--- config.mk ---
export PLATFORM = sky130hd
export DESIGN_NAME = iq_tx_frame_sched
export DESIGN_NICKNAME = d
export VERILOG_FILES = /design/src/rtl/iq_tx_pkg.sv /design/src/rtl/iq_tx_rr_arb2.sv /design/src/rtl/iq_tx_frame_sched.sv
export SDC_FILE = /design/constraint.sdc
export NUM_CORES = 1
export LEC_CHECK = 0
export BUFFER_PORTS_ARGS = -buffer_cell sky130_fd_sc_hd__buf_4
export CAP_MARGIN = 20
export CORE_UTILIZATION = 30
export CTS_CLUSTER_SIZE = 16
export DETAILED_ROUTE_END_ITERATION = 16
export PLACE_DENSITY_LB_ADDON = 0.08
export REMOVE_ABC_BUFFERS = 1
export SLEW_MARGIN = 30
export SYNTH_ARGS = -nofsm -noshare
export SYNTH_HDL_FRONTEND = slang
export SYNTH_SLANG_ARGS = --single-unit
export TNS_END_PERCENT = 50
--- constraint.sdc ---
create_clock -name clk100 -period 2 [get_ports clk100]
set_input_delay 0 -clock clk100 [delete_from_list [all_inputs] [get_ports clk100]]
set_output_delay 0 -clock clk100 [all_outputs]
set_load 0.02 [all_outputs]
--- src/rtl/iq_tx_pkg.sv ---
// iq_tx_pkg: shared FSM state type, default preamble word and counter widths for the IQ tx frame scheduler
package iq_tx_pkg;
  typedef enum logic [2:0] {IDLE, PRE, DATA, DROP, GAP} state_t;
  localparam logic [31:0] PREAMBLE_DEFAULT = 32'h5555_5555;
  localparam int PRE_W  = 4;
  localparam int GAP_W  = 8;
  localparam int BEAT_W = 16;
endpackage

--- src/rtl/iq_tx_rr_arb2.sv ---
// iq_tx_rr_arb2: two-requester round-robin arbiter (req/en/upd in, one-hot gnt out; s0 wins the first tie after rst)
module iq_tx_rr_arb2 (
  input  logic       clk,
  input  logic       rst,
  input  logic [1:0] req,
  input  logic       en,
  input  logic       upd,
  output logic [1:0] gnt
);
  logic last1;
  always_comb gnt = !en ? 2'b00 : req == 2'b11 ? (last1 ? 2'b01 : 2'b10) : req;
  always_ff @(posedge clk)
    if (rst) last1 <= 1'b1;
    else if (upd) last1 <= gnt[1];
endmodule

--- src/rtl/iq_tx_frame_sched.sv ---
// iq_tx_frame_sched: round-robin frame scheduler (s0/s1 AXIS in -> preamble, capped payload, idle gap on m AXIS; grant/busy/trunc/frame_cnt status)
module iq_tx_frame_sched
  import iq_tx_pkg::*;
#(
  parameter logic [31:0] PREAMBLE_WORD = PREAMBLE_DEFAULT,
  parameter int          PREAMBLE_LEN  = 2,
  parameter int          GAP_CYCLES    = 16,
  parameter int          MAX_WORDS     = 256
) (
  input  logic        clk100,
  input  logic        reset,
  input  logic [31:0] s0_tdata,
  input  logic        s0_tvalid,
  input  logic        s0_tlast,
  output logic        s0_tready,
  input  logic [31:0] s1_tdata,
  input  logic        s1_tvalid,
  input  logic        s1_tlast,
  output logic        s1_tready,
  output logic [31:0] m_tdata,
  output logic        m_tvalid,
  output logic        m_tlast,
  input  logic        m_tready,
  output logic [1:0]  grant,
  output logic        busy,
  output logic        trunc,
  output logic [15:0] frame_cnt
);
  state_t state, state_nx;
  logic [1:0] arb_gnt;
  logic [PRE_W-1:0] pre_cnt;
  logic [GAP_W-1:0] gap_cnt;
  logic [BEAT_W-1:0] beat_cnt, beat_nx;
  logic [31:0] src_data;
  logic src_valid, src_last, at_max, pre_last, gap_done;
  iq_tx_rr_arb2 u_arb (
    .clk (clk100),
    .rst (reset),
    .req ({s1_tvalid, s0_tvalid}),
    .en  (state == IDLE),
    .upd (state == IDLE && |arb_gnt),
    .gnt (arb_gnt)
  );
  assign busy = state != IDLE;
  always_comb begin
    src_data = grant[1] ? s1_tdata : s0_tdata;
    src_valid = grant[1] ? s1_tvalid : s0_tvalid;
    src_last = grant[1] ? s1_tlast : s0_tlast;
    beat_nx = beat_cnt + 1'b1;
    at_max = beat_nx == BEAT_W'(MAX_WORDS);
    pre_last = pre_cnt == PRE_W'(PREAMBLE_LEN - 1);
    gap_done = GAP_CYCLES == 0 || gap_cnt == GAP_W'(GAP_CYCLES - 1);
  end
  always_comb begin
    state_nx = state;
    m_tdata = '0;
    m_tvalid = 1'b0;
    m_tlast = 1'b0;
    s0_tready = 1'b0;
    s1_tready = 1'b0;
    case (state)
      IDLE: if (|arb_gnt) state_nx = PREAMBLE_LEN == 0 ? DATA : PRE;
      PRE: begin
        m_tdata = PREAMBLE_WORD;
        m_tvalid = 1'b1;
        if (m_tready && pre_last) state_nx = DATA;
      end
      DATA: begin
        m_tdata = src_data;
        m_tvalid = src_valid;
        m_tlast = src_valid && (src_last || at_max);
        s0_tready = grant[0] && m_tready;
        s1_tready = grant[1] && m_tready;
        if (src_valid && m_tready && (src_last || at_max)) state_nx = src_last ? GAP : DROP;
      end
      DROP: begin
        s0_tready = grant[0];
        s1_tready = grant[1];
        if (src_valid && src_last) state_nx = GAP;
      end
      GAP: if (gap_done) state_nx = IDLE;
      default: state_nx = IDLE;
    endcase
  end
  always_ff @(posedge clk100)
    if (reset) begin
      state <= IDLE;
      grant <= '0;
      pre_cnt <= '0;
      gap_cnt <= '0;
      beat_cnt <= '0;
      trunc <= 1'b0;
      frame_cnt <= '0;
    end else begin
      state <= state_nx;
      if (state == IDLE) begin
        grant <= arb_gnt;
        pre_cnt <= '0;
        gap_cnt <= '0;
        beat_cnt <= '0;
      end
      if (state == PRE && m_tready) pre_cnt <= pre_cnt + 1'b1;
      if (state == DATA && src_valid && m_tready) beat_cnt <= beat_nx;
      if (state == DATA && src_valid && m_tready && at_max && !src_last) trunc <= 1'b1;
      if (state == GAP) gap_cnt <= gap_cnt + 1'b1;
      if (state == GAP && gap_done) grant <= '0;
      if (state != GAP && state_nx == GAP) frame_cnt <= frame_cnt + 1'b1;
    end
endmodule

==> results by group <==
Clock network
  – Num Clock Sinks: slightly above 50
  – Clk slew on worst S/H paths: approximately 0.090 ns
  – CTS tree: done
  – TritonCTS Buffers: 5
  – Skew-Pair Late Insertion Delay: approximately 0.3 ns
  – CTS Buffer Depth: 2
  – Root Buffer: clkbuf_8
  – H-tree depth: 2

Placement
  – DP Area: roughly 4500 µm²
  – Placed Cells: 678
  – DP Wirelength: 7260 µm
  – IO Port Bufs: between 100 and 150
  – Placer Congestion: between 0.8 and 0.9
  – Pre-CTS setup slack: about 0.06 ns

Power
  – Worst-case vdd ir drop: approximately 300 µV
  – Logic gate share of total power: 0.228
  – Share of total power in the clock network: 0.284
  – Lkg Pwr: approximately 1.9 nW
  – Power Density: around 460 nW/µm²
  – Sequential Power Share: 0.488
  – Sw Pwr: ~0.00062 W
  – Net Sw Frac: 0.292
  – Final total power: 0.00212 W
  – Cell Int Power: 0.00150 W

Critical path
  – Data arrival time of the critical path: around 2.2 ns
  – Crit path required time: about 2.0 ns
  – Worst setup SP type: flip-flop
  – Worst r2r dst: beat_cnt[12]$_SDFFE_PP0P_
  – CP startpoint: beat_cnt[0]$_SDFFE_PP0P_
  – RR Startpoint: beat_cnt[0]$_SDFFE_PP0P_
  – Slowest stage delay, CP: roughly 0.48 ns
  – Type of the worst setup path: reg -> out
  – Crit path cell chain: ha_4, and2_4, or4b_4, nor3b_4, o21ai_2, o31ai_2, buf_4
  – Slowest-stage cell, CP: or4b_4
  – CP endpoint kind: output pin
  – CP Capture Point: m_tlast
  – R2R setup slack: around 0.060 ns
  – Max FO, Critical Path: 5
  – R2r worst-path depth: 8

STA
  – Least-Margin Pin Slew: 0.574 ns
  – Worst Slack Setup Final: -0.234 ns
  – # setup viols final: 1
  – Crit path time final: around 2.2 ns
  – RSZ-0062 raised after global routing: true
  – Hold Vio Cnt, Final: 0
  – Final Cycle Share: 1.12
  – Slew Limit Fails: 0
  – Max_slew headroom: 0.614
  – Max Freq: around 0.45 GHz
  – Clock Skews: ~0.0083 ns

Yosys
  – EDFF count, synth: 0
  – Post-synthesis sequential area ratio: 0.310
  – Area contributors post-synth: dfxtp_1, mux2i_1, nor2_1
  – Cell count after synthesis: 420
  – Yosys top cell by area: dfxtp_1
  – Synth Flop Type: dfxtp_1
  – Mapped Area: between 3000 and 4000 µm²
  – Yosys cell types: just over 60
  – Seq cells post-synth: 51
  – Syn avg cell area: 7.85 µm²
  – YS warnings: 0
  – Yosys top cell area share: 0.310
  – Asr flop ratio synth: 0

Global routing
  – Overflow after GRT: 0
  – Tot GR Track Use: 0.173
  – Largest net degree at the start of global routing: between 40 and 50
  – Vias in the first global route: 3,204
  – Initial antenna violation count: 0
  – First-pass GRT wire length: around 16,000 µm

Layout
  – Diode count: 0
  – Layout cells sized above 1: 0.356
  – Fin util: 0.442
  – Nets: 629
  – Syn-to-layout area delta: 41.1%
  – Final instance area: 4650 µm²
  – Final non-filler cell total: approximately 690

Outcome
  – Status: finished with violations
  – Failing checks: setup timing

Routing
  – 1st-iter DRT viols: between 150 and 200
  – Wirelength per Cell: about 14 µm
  – Routed Wire Length: roughly 10000 µm
  – Via count: 3,455
  – Drt pass-1 iters: 4
  – Via/cell ratio: about 5.0
  – Drt drc: 0
  – Routed Antenna Nets: 0

Floorplanning
  – Initial Utilization: 0.314
  – Die X-Extent: approximately 110 µm
  – Die area: roughly 11,000 µm²
  – Height of the die: 107 µm
  – Ports: about 130
  – Std-Cell Rows: 37
  – Placeable Area: ~11,000 µm²

Job
  – Number of max-cap violations: 0

Hold path
  – Worst hold path type: in -> reg
==> how the worst min path moves through the flow <==
stage	from	to	slack, ns	depth (start not counted)
floorplan	reset	beat_cnt[11]$_SDFFE_PP0P_	0.07	1
global placement	s1_tvalid	grant[1]$_SDFFE_PP0P_	0.32	3
detailed placement	s1_tvalid	grant[1]$_SDFFE_PP0P_	0.31	3
CTS	m_tready	pre_cnt[2]$_SDFFE_PP0P_	0.05	3
global route	m_tready	pre_cnt[2]$_SDFFE_PP0P_	0.08	3
finish	m_tready	pre_cnt[2]$_SDFFE_PP0P_	0.07	3
==> power by group through the flow <==
stage | clock network [W] | logic [W] | registers, W
finish | 0.000600 | 0.000482 | 0.00103
global placement | 0 | 0.000477 | 0.00106
global route | 0.000675 | 0.000522 | 0.00104
detailed placement | 0 | 0.000481 | 0.00106
CTS | 0.000634 | 0.000486 | 0.00104
floorplan | 0 | 0.000202 | 0.00108
==> registers in the layout (all words and copies together), names as in the netlist <==
name and flops:
gap_cnt 8, state 3, u_arb.last1 1, trunc 1
grant 2, beat_cnt 16, frame_cnt 16, pre_cnt 4
==> repair_timing <==
item / in CTS / in global routing
endpoints found under the setup margin: 1 / 5
hold endpoints to repair: 2 / 0
hold buffers: 2 / 0
pin swaps: 0 / 6
resized for setup: 4 / 13
cloned: 0 / 0
buffers inserted: 0 / 2
==> area by class of cell <==
class                      instances  area [µm²]
sequential                        51        1030
tap                              136         170
inverter                           7        26.3
clock buffer                       5        68.8
timing repair buffer             156        1180
multi-input combinational        332        2160
clock inverter                     2        13.8
fill                            1062        5860
==> worst max-delay path: cells and delay by family (launching register included) <==
family | cells | cell delay (ns)
and+or+nand+nor | 3 | 0.84
DFF | 1 | 0.39
AOI/OAI and AO/OA | 2 | 0.37
buffers and inverters | 1 | 0.19
adders and majority gates | 1 | 0.14
==> cell families after synthesis <==
group | after synthesis | synth area share
AOI/OAI and AO/OA | 84 | 0.152
xor gates and xnor gates | 23 | 0.0611
adders and majority gates | 5 | 0.0190
buffers and inverters | 37 | 0.0490
DFF | 51 | 0.310
muxes | 37 | 0.114
and+or+nand+nor | 183 | 0.295
==> synth_stat cells, drive strengths merged (3+ instances only) <==
cell     n
nor2    62
dfxtp   51
mux2i   33
o21ai   33
nand2   27
a21oi   26
nand3   22
nand4   16
nor3    16
buf     15
clkbuf  15
xor2    13
xnor2   10
and3     6
inv      6
and2     5
ha       5
nor4     5
a211oi   4
a31oi    4
mux2     4
or3      4
a311oi   3
and4     3
nand3b   3
nor3b    3
o211ai   3
==> through the flow <==
stage	TNS, ns	hold slack, ns
after CTS	-0.215	0.0547
after global routing	-0.367	0.0788
after detailed placement	0	0.315
after global placement	0	0.317
final	-0.234	0.0713
after floorplan	-32.96	0.0691
==> routing by layer <==
metal	GRT usage	wire, µm	vias up
met4	0.0372	108	0
met1	0.223	4530	1631
met3	0.0255	233	9
li1	-	-	1759
met5	0	0	-
met2	0.304	4890	56
==> layout by cell type (no fill, tap or decap), types with 5 or more instances in the layout <==
cell type  synthesis  final
nand4_1           15     15
mux2i_1           33     33
inv_1              6      6
xnor2_1           10     10
nand2_1           27     27
nor3_1            14     14
nor2_1            61     61
o21ai_0           28     28
and3_1             5      5
xor2_1            13     13
dfxtp_1           51     45
buf_4              1    154
clkbuf_8           0      5
nand3_1           19     18
a21oi_1           26     26
Power figures use the tool's default switching activity.
